File: config.mk
export PLATFORM = sky130hd
export DESIGN_NAME = tick_timer_ctrl
export DESIGN_NICKNAME = d
export VERILOG_FILES = /design/src/rtl/tick_timer_ctrl.sv
export SDC_FILE = /design/constraint.sdc
export NUM_CORES = 1
export LEC_CHECK = 0
export ABC_CLOCK_PERIOD_IN_PS = 2500
export BUFFER_PORTS_ARGS = -buffer_cell sky130_fd_sc_hd__buf_2
export CORE_UTILIZATION = 25
export DETAILED_ROUTE_END_ITERATION = 10
export GPL_ROUTABILITY_DRIVEN = 0
export SLEW_MARGIN = 10
export SYNTH_ARGS = -nofsm -noshare
export SYNTH_HDL_FRONTEND = slang
export SYNTH_SLANG_ARGS = --single-unit
export TNS_END_PERCENT = 100
File: constraint.sdc
create_clock -name clkIn -period 2.5 [get_ports clkIn]
set_clock_uncertainty 0.2 [all_clocks]
set_input_delay 0.25 -clock clkIn [delete_from_list [all_inputs] [get_ports clkIn]]
set_output_delay 0.25 -clock clkIn [all_outputs]
set_load 0.02 [all_outputs]
File: src/rtl/tick_timer_ctrl.sv
// Tick-driven timer: counts a loaded number of upstream tick strobes and pulses on expiry.
// One-shot and periodic modes, with pause and abort; every output comes from a register.
module tick_timer_ctrl #(
    parameter int unsigned PERIOD_W  = 8,
    parameter int unsigned EXP_CNT_W = 4
) (
    input  logic                 clkIn,
    input  logic                 rstNIn,
    input  logic                 tickIn,
    input  logic                 startIn,
    input  logic [PERIOD_W-1:0]  periodIn,
    input  logic                 modeIn,
    input  logic                 pauseIn,
    input  logic                 stopIn,
    output logic                 busyOut,
    output logic                 expireOut,
    output logic                 doneOut,
    output logic                 errOut,
    output logic [PERIOD_W-1:0]  remainOut,
    output logic [EXP_CNT_W-1:0] expCntOut
);

    typedef enum logic [1:0] {StIdle, StRun, StPause, StDone} state_e;

    state_e               stateQ, stateD;
    logic [PERIOD_W-1:0]  remainQ, remainD;
    logic [PERIOD_W-1:0]  periodQ, periodD;
    logic                 modeQ, modeD;
    logic [EXP_CNT_W-1:0] expCntQ, expCntD;
    logic                 expireQ, expireD;
    logic                 errQ, errD;
    logic                 busyQ, busyD;
    logic                 doneQ, doneD;

    always_ff @(posedge clkIn or negedge rstNIn) begin
        if (!rstNIn) begin
            stateQ  <= StIdle;
            remainQ <= '0;
            periodQ <= '0;
            modeQ   <= 1'b0;
            expCntQ <= '0;
            expireQ <= 1'b0;
            errQ    <= 1'b0;
            busyQ   <= 1'b0;
            doneQ   <= 1'b0;
        end else begin
            stateQ  <= stateD;
            remainQ <= remainD;
            periodQ <= periodD;
            modeQ   <= modeD;
            expCntQ <= expCntD;
            expireQ <= expireD;
            errQ    <= errD;
            busyQ   <= busyD;
            doneQ   <= doneD;
        end
    end

    // Priority: stop > start > pause > tick.
    always_comb begin
        stateD  = stateQ;
        remainD = remainQ;
        periodD = periodQ;
        modeD   = modeQ;
        expCntD = expCntQ;
        expireD = 1'b0;
        errD    = 1'b0;
        if (stopIn) begin
            stateD  = StIdle;
            remainD = '0;
        end else if (startIn) begin
            if (periodIn != '0) begin
                periodD = periodIn;
                modeD   = modeIn;
                remainD = periodIn;
                expCntD = '0;
                stateD  = StRun;
            end else begin
                errD = 1'b1;
            end
        end else begin
            unique case (stateQ)
                StRun: begin
                    if (pauseIn) begin
                        stateD = StPause;
                    end else if (tickIn) begin
                        if (remainQ > PERIOD_W'(1)) begin
                            remainD = remainQ - PERIOD_W'(1);
                        end else if (remainQ == PERIOD_W'(1)) begin
                            expireD = 1'b1;
                            if (expCntQ != '1) begin
                                expCntD = expCntQ + EXP_CNT_W'(1);
                            end
                            if (modeQ) begin
                                remainD = periodQ;
                            end else begin
                                remainD = '0;
                                stateD  = StDone;
                            end
                        end
                    end
                end
                StPause: begin
                    if (!pauseIn) begin
                        stateD = StRun;
                    end
                end
                default: ;
            endcase
        end
        busyD = (stateD == StRun) || (stateD == StPause);
        doneD = (stateD == StDone);
    end

    always_comb begin
        busyOut   = busyQ;
        expireOut = expireQ;
        doneOut   = doneQ;
        errOut    = errQ;
        remainOut = remainQ;
        expCntOut = expCntQ;
    end

endmodule
# Word level (Yosys, flattened, before mapping)
# Cells that the tools add are included.
# classes
add_sub_neg	2
order_cmp	1
n_reduce_logical	12
bitwise_logic	1
n_eq_ne	12
n_mux	37
# op_table
cell	n
two-way mux 8 bit	9
two-way mux 4 bit	8
two-way mux 2 bit	9
two-way mux 1 bit	10
equality test 8 x 1 -> 1 bit, second input constant	1
> comparator 8 x 1 -> 1 bit, second input constant	1
AND reduction 8 bit	1
nonzero test 2 bit	4
nonzero test 8 bit	1
subtractor 8 x 1 -> 8 bit, second input constant	1
equality test 2 bit, second input constant	3
nonzero test 3 bit	2
AND reduction 5 bit	1
adder 4 x 1 -> 4 bit, second input constant	1
equality test 2 x 1 -> 1 bit, second input constant	2
inequality test 2 bit, second input constant	2
inequality test 4 bit, second input constant	1
one-hot mux 2 bit (2 select lines)	1
nonzero test 4 bit	1
inequality test 3 x 1 -> 1 bit, second input constant	1
inequality test 3 x 2 -> 1 bit, second input constant	1
AND reduction 3 bit	1
inequality test 2 x 1 -> 1 bit, second input constant	1
logical OR 1 bit	1
inverter 1 bit	1
# word_totals
regBits	27
out_inout_bits	16
wordCells	74
input_bits	15

# Longest topological paths before layout
# depth
ltp_word	10
depth_mapped	8
mapped_depth_nobuf	7

# Least setup slack after synthesis
# OpenSTA, ideal clock, no wires.
# synth_path
path_type	register to register
from	register remainQ[0], in the netlist remainOut[0]
to	register remainQ[5], in the netlist remainOut[5]
stages_incl_launch_ff	9
setup_ps	104
n_path_buf	2
t_arrival_ps	2123
required_ps	2196
period_less_slack_ps	2427
setup_slack_ps	73
path_cell_list	dfrtp_1 inv_1 ha_1 or2_0 clkbuf_1 and3_1 clkbuf_1 o311a_1 o41ai_2
# synth_via
elab_chain_len	7
elab_cells_between_ends	11
classes_between	add/sub (1); order compare (1); eq/ne (1); mux (6); reduce/logical (2)
# synth_rtl
item	line	text
start, declared	26	logic [PERIOD_W-1:0] remainQ, remainD;
start signal, assigned	48	remainQ <= remainD;
subtractor 8 x 1 -> 8 bit / > comparator 8 x 1 -> 1 bit (equally long branches)	88, 87	
two-way mux 8 bit	87	if (remainQ > PERIOD_W'(1)) begin
two-way mux 8 bit	86	end else if (tickIn) begin
two-way mux 8 bit	84	if (pauseIn) begin
two-way mux 8 bit	82	unique case (stateQ)
two-way mux 8 bit	71	end else if (startIn) begin
two-way mux 8 bit	68	if (stopIn) begin
# Parallel ways exist; a longest one is shown, timed or not. The select of a mux whose other input is x is not followed.
# A chain may end at the register's enable or synchronous reset.

# Worst setup path after layout
# layout_path
from	register remainQ[1], in the netlist remainOut[1]
to	register expCntQ[1], in the netlist expCntOut[1]
# layout_via
elab_chain_len	3
elab_cells_between_ends	5
classes_between	order compare (1); eq/ne (2); reduce/logical (2)
# layout_rtl
item	line	text
> comparator 8 x 1 -> 1 bit / equality test 8 x 1 -> 1 bit (equally long branches)	87, 89	
inequality test 2 bit (no source line) / nonzero test 2 bit (equally long branches)	-	
AND reduction 8 bit (no source line) (*)	-	
end signal, assigned	51	expCntQ <= expCntD;
end, declared	29	logic [EXP_CNT_W-1:0] expCntQ, expCntD;
# Mark *: on every way between the ends. The rest lies on a longest branch, timed or not.

==> metrics.md <==
| Metric | Value |
|---|---|
| Cells after Synth | 165 |
| Setup TNS | 0 ns |
| Setup Viol. Count Final | 0 |
| Crit path from | remainOut[1] |
| Total wire length | 4470 um |
| Dpl cells | 275 |
| Worst skew pair latency | 0.26 ns |
| Initial Util | 0.260 |
| Clk root buf | clkbuf_8 |
| Die X | 83.5 um |
| DP Worst Slack | 0.160 ns |
| Cell area after placement | 1960 um2 |
| Share of cells above drive strength 1 | 0.296 |
| IO Count | 31 |
| Hold Crit Class | input port to flip-flop |
| First-pass GRT wire length | 7370 um |
| Final Util | 0.315 |
| Antenna violations before repair | 0 |
| Final Max Slew Viols | 0 |
| Ant. Diodes | 0 |
| Crit path max fanout | 6 |
| Vias in the first global route | 1502 |
| Clock buffer depth | 2 |
| Syn_area_per_cell | 10.1 um2 |
| Most frequent cells in the layout | 30 x buf_2, 27 x dfrtp_1, 12 x inv_1, 12 x buf_4, 8 x nor2_1 |
| Rel. slew slack | 0.588 |
| DR iter-0 viols | 150 |
| Die area | 6970 um2 |
| Final hold slack | 0.0193 ns |
| Max-Cap Viols | 0 |
| Leading register cell type out of synthesis | dfrtp_1 |
| Reg-to-reg critical path startpoint | remainOut[1] |
| Clock slew at reported path FFs | 0.09 ns |
| Setup crit end kind | flip-flop |
| Post-synth net total | 186 |
| DRT Pass-1 Iters | 4 |
| Worst setup margin | 0.164 ns |
| RSZ-0062 raised after global routing | false |
| Final Instance Count excl. Fillers | 280 |
| Buffers on Ports | 30 |
| Sequential share of the synthesized area | 0.407 |
| Cts bufs inserted | 3 |
| Post-route ant nets | 0 |
| Gr ovfl total | 0 |
| Required time worst endpoint | 2.46 ns |
| Layout Nets | 225 |
| Htree depth | 1 |
| Clock sinks | 27 |
| Largest net degree at the start of global routing | 28 |
| Final Hold Viols | 0 |
| Synth warn | 0 |
| Maximum vdd drop | 0.158 mV |
| TritonCTS clock tree | yes |
| DR WL/cell | 16.0 um |
| Total power | 1.13 mW |
| Most common cell after layout, fill and taps aside | buf_2 |
| PD cells | 560 nW/um2 |
| Vias per cell | 5.49 |
| Final cycle utilization of the critical path | 0.935 |
| Vias | 1538 |
| Number of core rows | 29 |
| Fmax | 428 MHz |
| Hold Path Origin | modeIn |
| Fraction of registers with async set/reset | 1.00 |
| Dpl hpwl | 3410 um |
| DRC Markers | 0 |
| Seq cells post-synth | 27 |
| EDFF count, synth | 0 |
| Core area | 6390 um2 |
| Arr. time, crit path | 2.29 ns |
| Resized cells post-CTS | 0 |
| Post-Syn Area | 1660 um2 |
| Tmin final | 2.34 ns |
| Kind of critical path | flip-flop to flip-flop |
| Worst-margin pin slew | 0.617 ns |
| LEAKAGE | 0.879 nW |
| Area Growth Syn to Fin | 21.3% |
| Status | finished, final reports clean |
| Final Cell Area | 2010 um2 |
| Vert. Die Dim | 83.5 um |
| Critical path startpoint category | flip-flop |
| Unique masters post-synth | 53 |
| GRT Util Overall | 0.130 |
| Postcts setup bufs | 0 |
==> final timing paths <==
check                          endpoint  slack [ns]  depth (start not counted)
setup / recovery           expCntOut[1]        0.16                          6
hold / removal                    modeQ        0.02                          2
hold reg to reg              periodQ[5]        0.32                          1
setup reg to reg           expCntOut[1]        0.16                          6
max in group asynchronous  remainOut[0]        1.38                          2
min in group asynchronous  remainOut[7]        0.32                          2
==> final cells by class <==
type	instances	area, um2
well taps	77	96.3
inverters	13	48.8
flip-flops and latches	27	676
multi-input cells	116	896
clock buffers	4	45.0
fillers	663	4370
repair buffers	43	250
==> critical path, stage by stage (launching register included) <==
cell and delay, ns:
dfrtp_1 0.42, inv_1 0.10, ha_1 0.19, or4b_4 0.48
nor4_4 0.39, a21oi_2 0.12, mux2_1 0.32
==> cell usage after synthesis, types with 2 or more instances <==
cell type / n / area [um2]
a311oi_1: 5 / 43.8
mux2_1: 2 / 22.5
mux2_2: 7 / 78.8
o21ai_0: 4 / 20.0
ha_1: 6 / 75.1
and3_1: 2 / 12.5
or4_1: 4 / 30.0
nor3_1: 6 / 30.0
nand4_1: 6 / 37.5
o31ai_1: 3 / 22.5
a31oi_1: 4 / 25.0
o32ai_1: 3 / 26.3
clkbuf_1: 7 / 26.3
inv_1: 12 / 45.0
nand2_1: 3 / 11.3
o221ai_1: 3 / 26.3
o41ai_1: 4 / 35.0
nor2_1: 8 / 30.0
nand3_1: 2 / 10.0
nor2b_1: 4 / 25.0
o311a_1: 2 / 20.0
dfrtp_1: 27 / 676
a21oi_1: 7 / 35.0
nor4_1: 3 / 18.8
nand2b_1: 3 / 18.8
==> routing by layer <==
layer  part of all wire  GRT usage
met5                  0          0
met2               0.44      0.202
met3              0.063     0.0158
met1               0.48      0.184
met4              0.010     0.0508
==> sequential cells by signal, summed over array words and instances (netlist names) <==
register and count:
expireOut 1, remainOut 8, busyOut 1, doneOut 1, periodQ 8, errOut 1
modeQ 1, stateQ 2, expCntOut 4
==> logic make-up after synthesis <==
group	after synthesis	share of synthesized area
DFF	27	0.407
buffers and inverters	22	0.0528
adders and majority gates	6	0.0452
AOI/OAI and AO/OA	50	0.234
muxes	10	0.0671
and+or+nand+nor	50	0.194
==> report_power, final <==
group / internal, mW / switching, mW
clock network: 0.114 / 0.126
registers: 0.482 / 0.0465
logic: 0.152 / 0.206
total: 0.749 / 0.379
==> timing repair <==
action	4_1_cts	5_1_grt
hold buffers	1	0
endpoints found under the hold margin	27	0
setup endpoints to repair	0	0
(Power assumes the default switching activity.)
